### src/rtl/rv32i_types.sv
// Shared types for the rv32i branch prediction slice.
//   predictor_state   : 2-bit saturating direction counter state
//   prediction_choice : take / no_take direction reported to fetch
//   next_state()      : counter transition on a resolved branch
//   direction_of()    : direction implied by a counter state
package rv32i_types;

    localparam int BHT_IDX_BITS_DEFAULT = 5;
    localparam int BHT_GHR_BITS_DEFAULT = 5;

    typedef enum logic [1:0] {
        strongly_not_taken = 2'b00,
        not_taken          = 2'b01,
        taken              = 2'b10,
        strongly_taken     = 2'b11
    } predictor_state;

    typedef enum logic {
        no_take = 1'b0,
        take    = 1'b1
    } prediction_choice;

    function automatic prediction_choice direction_of(input predictor_state s);
        return (s == taken || s == strongly_taken) ? take : no_take;
    endfunction

    // A correct outcome always lands in the strong state of the current side.
    // A wrong outcome from a weak state crosses straight to the other weak state.
    function automatic predictor_state next_state(input predictor_state cur,
                                                  input logic correct);
        predictor_state nxt;
        nxt = cur;
        unique case (cur)
            strongly_not_taken: nxt = correct ? strongly_not_taken : not_taken;
            not_taken:          nxt = correct ? strongly_not_taken : taken;
            taken:              nxt = correct ? strongly_taken     : not_taken;
            strongly_taken:     nxt = correct ? strongly_taken     : taken;
            default:            nxt = not_taken;
        endcase
        return nxt;
    endfunction

endpackage

### src/rtl/branch_history_table_counter.sv
// One 2-bit saturating direction counter of the branch history table.
//   clk        : clock
//   reset      : synchronous, active-high; counter returns to not_taken
//   load       : apply a resolved branch to this entry
//   correct_br : stored direction matched the actual outcome
//   prediction : direction implied by the current counter state
module bht_counter_entry
    import rv32i_types::*;
(
    input  logic             clk,
    input  logic             reset,
    input  logic             load,
    input  logic             correct_br,
    output prediction_choice prediction
);

    predictor_state state;

    always_ff @(posedge clk) begin
        if (reset) begin
            state <= not_taken;
        end else if (load) begin
            state <= next_state(state, correct_br);
        end
    end

    assign prediction = direction_of(state);

endmodule

### src/rtl/branch_history_table.sv
// PC-indexed table of 2-bit saturating direction counters.
// Fetch side is combinational: pred_idx from the PC, pred from that entry.
// Resolve side updates exactly the entry named by update_idx (the pred_idx
// that travelled with the branch); no bypass, so a same-cycle read sees the
// pre-update state.
//   clk            : clock
//   reset          : synchronous, active-high; wins over update_valid
//   fetch_pc       : PC in fetch
//   pred           : predicted direction for fetch_pc
//   pred_idx       : table index used for pred
//   update_valid   : a conditional branch resolved this cycle
//   update_idx     : index carried from fetch
//   update_taken   : actual outcome
//   mispredict_cnt : resolved branches whose stored direction was wrong (wraps)
// Optional feature: define BHT_GSHARE_EN to XOR a global history register
// (shifted on every resolved branch) into the read index.
module branch_history_table
    import rv32i_types::*;
#(
    parameter int IDX_BITS = BHT_IDX_BITS_DEFAULT,
    parameter int GHR_BITS = BHT_GHR_BITS_DEFAULT
) (
    input  logic                clk,
    input  logic                reset,
    input  logic [31:0]         fetch_pc,
    output prediction_choice    pred,
    output logic [IDX_BITS-1:0] pred_idx,
    input  logic                update_valid,
    input  logic [IDX_BITS-1:0] update_idx,
    input  logic                update_taken,
    output logic [31:0]         mispredict_cnt
);

    localparam int NUM_ENTRIES = 1 << IDX_BITS;

    prediction_choice    entry_pred [NUM_ENTRIES];
    logic [IDX_BITS-1:0] pc_idx;
    logic                correct_br;
    logic                unused_pc_bits;

    assign pc_idx         = fetch_pc[IDX_BITS+1:2];
    assign unused_pc_bits = ^{fetch_pc[31:IDX_BITS+2], fetch_pc[1:0]};

`ifdef BHT_GSHARE_EN
    logic [GHR_BITS-1:0] ghr;

    // History advances at resolve time; the update itself uses update_idx as given.
    always_ff @(posedge clk) begin
        if (reset) begin
            ghr <= '0;
        end else if (update_valid) begin
            ghr <= {ghr[GHR_BITS-2:0], update_taken};
        end
    end

    assign pred_idx = pc_idx ^ IDX_BITS'(ghr);
`else
    logic [GHR_BITS-1:0] unused_ghr_bits;

    assign unused_ghr_bits = '0;
    assign pred_idx        = pc_idx;
`endif

    assign pred       = entry_pred[pred_idx];
    assign correct_br = (entry_pred[update_idx] == prediction_choice'(update_taken));

    for (genvar i = 0; i < NUM_ENTRIES; i++) begin : g_entry
        bht_counter_entry u_entry (
            .clk        (clk),
            .reset      (reset),
            .load       (update_valid && (update_idx == IDX_BITS'(i))),
            .correct_br (correct_br),
            .prediction (entry_pred[i])
        );
    end

    always_ff @(posedge clk) begin
        if (reset) begin
            mispredict_cnt <= '0;
        end else if (update_valid && !correct_br) begin
            mispredict_cnt <= mispredict_cnt + 32'd1;
        end
    end

endmodule
### config.mk
export PLATFORM = sky130hd
export DESIGN_NAME = branch_history_table
export DESIGN_NICKNAME = d
export VERILOG_FILES = /design/src/rtl/rv32i_types.sv /design/src/rtl/branch_history_table_counter.sv /design/src/rtl/branch_history_table.sv
export SDC_FILE = /design/constraint.sdc
export NUM_CORES = 1
export LEC_CHECK = 0
export ABC_AREA = 0
export CAP_MARGIN = 20
export CORE_MARGIN = 2
export CORE_UTILIZATION = 30
export DETAILED_ROUTE_END_ITERATION = 12
export HOLD_SLACK_MARGIN = 0.06
export PLACE_DENSITY = 0.51
export SLEW_MARGIN = 10
export SYNTH_ARGS = -nofsm -noshare
export SYNTH_HDL_FRONTEND = slang
export SYNTH_SLANG_ARGS = --single-unit
### constraint.sdc
create_clock -name clk -period 3 [get_ports clk]
set_clock_uncertainty 0.15 [all_clocks]
set_input_delay 0.3 -clock clk [delete_from_list [all_inputs] [get_ports clk]]
set_output_delay 0.3 -clock clk [all_outputs]
set_load 0.02 [all_outputs]
; Word level (Yosys, flattened, before mapping)
; Index checks and enable logic that the tools add are counted.
[totals]
inputBits = 41
latchBits = 0
mem_bits_rw = 0
regBits = 96
out_inout_bits = 38
word_cells = 339
rom_bits = 0
memories = 0
[op_classes]
bitwise_logic = 2
multipliers = 0
shift = 0
eq_ne = 128
mux = 74
magnitude_cmp = 2
reduce_logical = 99
div_mod_pow = 0
add_sub_neg = 1
[op_table]
columns = cell, n
row1 = $pmux 2 s4, 32
row2 = $eq 2x2->1 const B, 64
row3 = $eq 5x5->1 const B, 16
row4 = $eq 2x1->1 const B, 32
row5 = $logic_not 2->1, 32
row6 = $eq 5x4->1 const B, 8
row7 = $mux 1, 38
row8 = $logic_and 1x1->1, 33
row9 = $add 32x1->32 const B, 1
row10 = $logic_or 1x1->1, 32
row11 = $eq 5x3->1 const B, 4
row12 = $ge 6x6->1 const B, 2
row13 = $not 5->6, 2
row14 = $bmux 1 s5, 2
row15 = $eq 5x2->1 const B, 2
row16 = $eq 5x1->1 const B, 1
row17 = $logic_not 5->1, 1
row18 = $mux 2, 2
row19 = $eq 1x1->1, 1
row20 = $logic_not 1->1, 1

; Depth between registers and ports, before layout
[depth]
word_depth = 9
depth_mapped = 13
ltp_nobuf = 7

; Cells and area by module
; A second synthesis with hierarchy kept.
[unflattened]
cells_unflattened = 728
area_unflattened_um2 = 6301.0
[by_module_without_submodules]
columns = module, area_each_um2, cells_per_inst, seq_area_each_um2, instances
row1 = bht_counter_entry, 100.1, 11, 40.0, 32
row2 = branch_history_table, 3098.0, 376, 640.6, 1

; Worst setup path after synthesis
; OpenSTA, ideal clock, no wires.
[synth_path]
path_type = in2reg
from = in update_idx[1]
to = reg g_entry[13].u_entry.state[0]
t_required_ns = 2.735
cell_stages = 11
path_slack_ns = 0.172
setup_ns = 0.115
path_buffers = 4
arrival_time_ns = 2.562
cell_sequence = buf_6 -> mux4_2 -> o32ai_1 -> nor4_1 -> or3_1 -> buf_6 -> and2_4 -> buf_6 -> buf_6 -> or3_1 -> a31o_1
[synth_between]
elab_chain_len = 7
word_cells_on_any_way = 10
cone_classes = eq/ne: 2 / mux: 6 / bitwise: 1 / reduce/logical: 1
[synth_rtl]
columns = element, line
row1 = from (decl), branch_history_table.sv:29  ; input logic [IDX_BITS-1:0] update_idx,
row2 = $not 5->6 (not written as such), branch_history_table.sv:65  ; assign correct_br = (entry_pred[update_idx] == prediction_choice'(update_taken));
row3 = $bmux 1 s5, branch_history_table.sv:65
row4 = $mux 1 (not written as such) (2 in series), branch_history_table.sv:65
row5 = $eq 1x1->1, branch_history_table.sv:65
row6 = "$mux 1, on equally long branches", "rv32i_types.sv:37, rv32i_types.sv:34"
row7 = $pmux 2 s4, rv32i_types.sv:33  ; unique case (cur)
row8 = to (signal assigned), branch_history_table_counter.sv:21  ; state <= not_taken;
row9 = to (signal assigned), branch_history_table_counter.sv:23  ; state <= next_state(state, correct_br);
row10 = to (decl), branch_history_table_counter.sv:17  ; predictor_state state;
; Parallel ways exist; a longest one is shown, timed or not. The select of a mux whose other input is x is not followed.
; A chain may end at the register's enable or synchronous reset.

; Final worst setup path
[layout_path]
from = in fetch_pc[2]
to = out pred
[layout_between]
elab_chain_len = 4
[layout_rtl]
columns = element, line
row1 = from (decl), branch_history_table.sv:25  ; input logic [31:0] fetch_pc,
row2 = $not 5->6 (not written as such), branch_history_table.sv:64  ; assign pred = entry_pred[pred_idx];
row3 = $bmux 1 s5, branch_history_table.sv:64
row4 = $mux 1 (not written as such) (2 in series), branch_history_table.sv:64
row5 = to (decl), branch_history_table.sv:26  ; output prediction_choice pred,
; No other way between the ends. The select of a mux whose other input is x is not followed.

==> results.md <==
* Status: finished, final reports clean
* Commonest non-fill, non-tap cell in the layout: dfxtp_1
* Hold Path Sink: mispredict_cnt[1]$_SDFFE_PP0P_
* DRC at 0
* Post-Syn Area at 5104 µm²
* Power Density at 440.2 nW/µm²
* Hold Buf Count CTS at 0
* Area grow syn2layout at 28.10%
* Core ar. at 16580 µm²
* Footprint of the multi-input gates at 2928 µm²
* Skew-Pair Late Insertion Delay at 0.37 ns
* Most frequent cells in the layout: dfxtp_1, nor2_1, a21oi_1, clkdlybuf4s50_1, buf_4
* CP max FO at 6
* Area share of the largest cell type after synthesis at 0.3766
* Filler Cells Inserted at 1685
* Root Buffer: clkbuf_16
* Num ports at 79
* Crit share post-route at 0.9595
* Area of placed instances at 6140 µm²
* Post-synth EDFFs at 0
* Critical Path Source Type: input port
* Drt pass-1 iters at 5
* R2R cell count at 8
* Initial Util at 0.3078
* RSZ-0062 raised after global routing: no
* Logic pwr share at 0.123
* Max Freq at 347.4 MHz
* Gr usage total at 0.1671
* Total clock sinks at 96
* Total power at 0.002878 W
* #FFs+latches synth at 96
* Clk pwr share at 0.425
* Post-Route Utilization at 0.3942
* Cell count after synthesis at 607
* First-pass GRT wire length at 23920 µm
* Reg power frac at 0.452
* Netlist cell types at 51
* Vias in the first global route at 4621
* Peak supply drop at 0.2830 mV
* Sum of negative setup slack at 0 ns
* Clock Tree Buf Depth at 2
* Final setup vio count at 0
* H-tree levels at 3
* Largest net degree at the start of global routing at 38
* Share of layout cells above drive strength 1 at 0.1594
* Min-Delay Path Class: in2reg
* Switching Share at 0.2628
* Vias at 4915
* Reg2reg setup slack at 0.16 ns
* Worst slew pin tran at 0.7125 ns
* Hold path depth at 2
* Post-synthesis sequential area ratio at 0.3766
* Cell area after layout at 6538 µm²
* Asr flop ratio synth at 0
* Die area at 18070 µm²
* Number of antenna diodes at 0
* Hpwl dp at 10850 µm
* Routability Congestion at 0.8727
* Synth Flop Type: dfxtp_1
* Net Sw Power at 0.0007563 W
* Int Power at 0.002122 W
* Count of warnings emitted by yosys at 0
* Fin. Hold Viols at 0
* Remaining Overflow, GRT at 0
* Routed Antenna Nets at 0
* Critical Path RT at 2.55 ns
* Avg Cell Area, Syn at 8.408 µm²
* Critical Path AT at 2.43 ns
* Leakage Power at 2.329 nW
* Reg area at 1922 µm²
* DR WL/cell at 16.45 µm
* IO buf count at 51
* Synth top area cells: dfxtp_1, mux4_2, a21oi_1
* Max-slew violations at 0
* Post-Route WL at 14880 µm
* Via-per-instance ratio at 5.437
* Crit end category: output port
* MaxCap Viol Count at 0
* Post-synth net total at 649
* Final worst path period need at 2.878 ns
* Hold_sp: reset
* Clk pin slew, worst setup/hold paths at 0.07 ns
* Cell taking the most area after synthesis: dfxtp_1
* Cts bufs inserted at 9
* Critical path type: in2out
* # rows at 47
* Die height at 134.4 µm
* DR iter-0 viols at 351
* Initial antenna violation count at 0
* Fin nets at 721
* CTS tree: built
* FF-to-FF End: g_entry[31].u_entry.state[0]$_SDFFE_PP1P_
* Die span in x at 134.4 µm
* Slew margin rel. at 0.5243
cell type report:
cell class                 instances  share of cell area
sequential                        96              0.2940
timing repair buffer             107              0.1598
inverter                          15            0.008612
clock buffer                      10             0.03655
clock inverter                     6             0.01110
multi-input combinational        450              0.4478
tap                              220             0.04211
through the flow:
step	instances	hold WS [ns]	setup WS, ns
floorplan	607	0.3018	0.1724
global placement	883	0.3108	-0.3641
detailed placement	883	0.3232	-0.4151
CTS	899	0.2713	0.008681
global route	904	0.3364	0.06219
finish	904	0.2832	0.1215
worst max-delay path by stage:
| stage | startpoint | to | slack [ns] | cells past startpoint |
|---|---|---|---|---|
| after floorplan | update_idx[1] | g_entry[13].u_entry.state[0]$_SDFFE_PP1P_ | 0.17 | 11 |
| after global placement | update_idx[1] | mispredict_cnt[10]$_SDFFE_PP0P_ | -0.36 | 11 |
| after detailed placement | update_idx[1] | mispredict_cnt[10]$_SDFFE_PP0P_ | -0.42 | 11 |
| after CTS | update_idx[1] | g_entry[23].u_entry.state[0]$_SDFFE_PP1P_ | 0.009 | 10 |
| after global routing | flop | g_entry[31].u_entry.state[0]$_SDFFE_PP1P_ | 0.06 | 8 |
| final | fetch_pc[2] | pred | 0.12 | 6 |
cells in the mapped netlist (all sizes together), types with 13 or more instances:
| cell | count |
|---|---|
| nand3 | 35 |
| o21ai | 31 |
| inv | 15 |
| or3 | 25 |
| mux4 | 16 |
| a21oi | 48 |
| nor2 | 54 |
| nor3 | 14 |
| and3 | 28 |
| clkbuf | 26 |
| a31o | 13 |
| o21a | 15 |
| buf | 20 |
| o31ai | 30 |
| nand2b | 15 |
| nand2 | 38 |
| dfxtp | 96 |
power by group through the flow:
stage               Combinational [W]  Clock (W)  Sequential (W)
floorplan                    0.000188          0         0.00133
global placement             0.000337          0         0.00133
detailed placement           0.000343          0         0.00133
CTS                          0.000346    0.00125         0.00130
global route                 0.000382    0.00130         0.00130
finish                       0.000355    0.00122         0.00130
routing by layer:
layer | track usage | part of all wire
met5 | 0 | 0
met3 | 0.03364 | 0.042
met1 | 0.2255 | 0.47
met2 | 0.2693 | 0.47
met4 | 0.05205 | 0.013
worst max-delay path, cell delays in order:
cell and delay [ns]:
clkdlybuf4s50_1 0.51, buf_12 0.14, mux4_2 0.52, mux4_2 0.51, mux2_2 0.29, buf_2 0.16
logic make-up after synthesis:
| kind of cell | synth area share |
|---|---|
| buf+inv | 0.05810 |
| simple gates | 0.2736 |
| compound gates | 0.2025 |
| mux | 0.08335 |
| flops | 0.3766 |
| fa+ha+maj | 0.002451 |
| xor+xnor | 0.003433 |
what timing repair did:
action / in CTS / in global routing
setup endpoints to repair: 8 / 56
buffers inserted: 0 / 5
pin swaps: 0 / 3
resized for setup: 5 / 12
No activity file was read; power rests on OpenSTA's default activity.
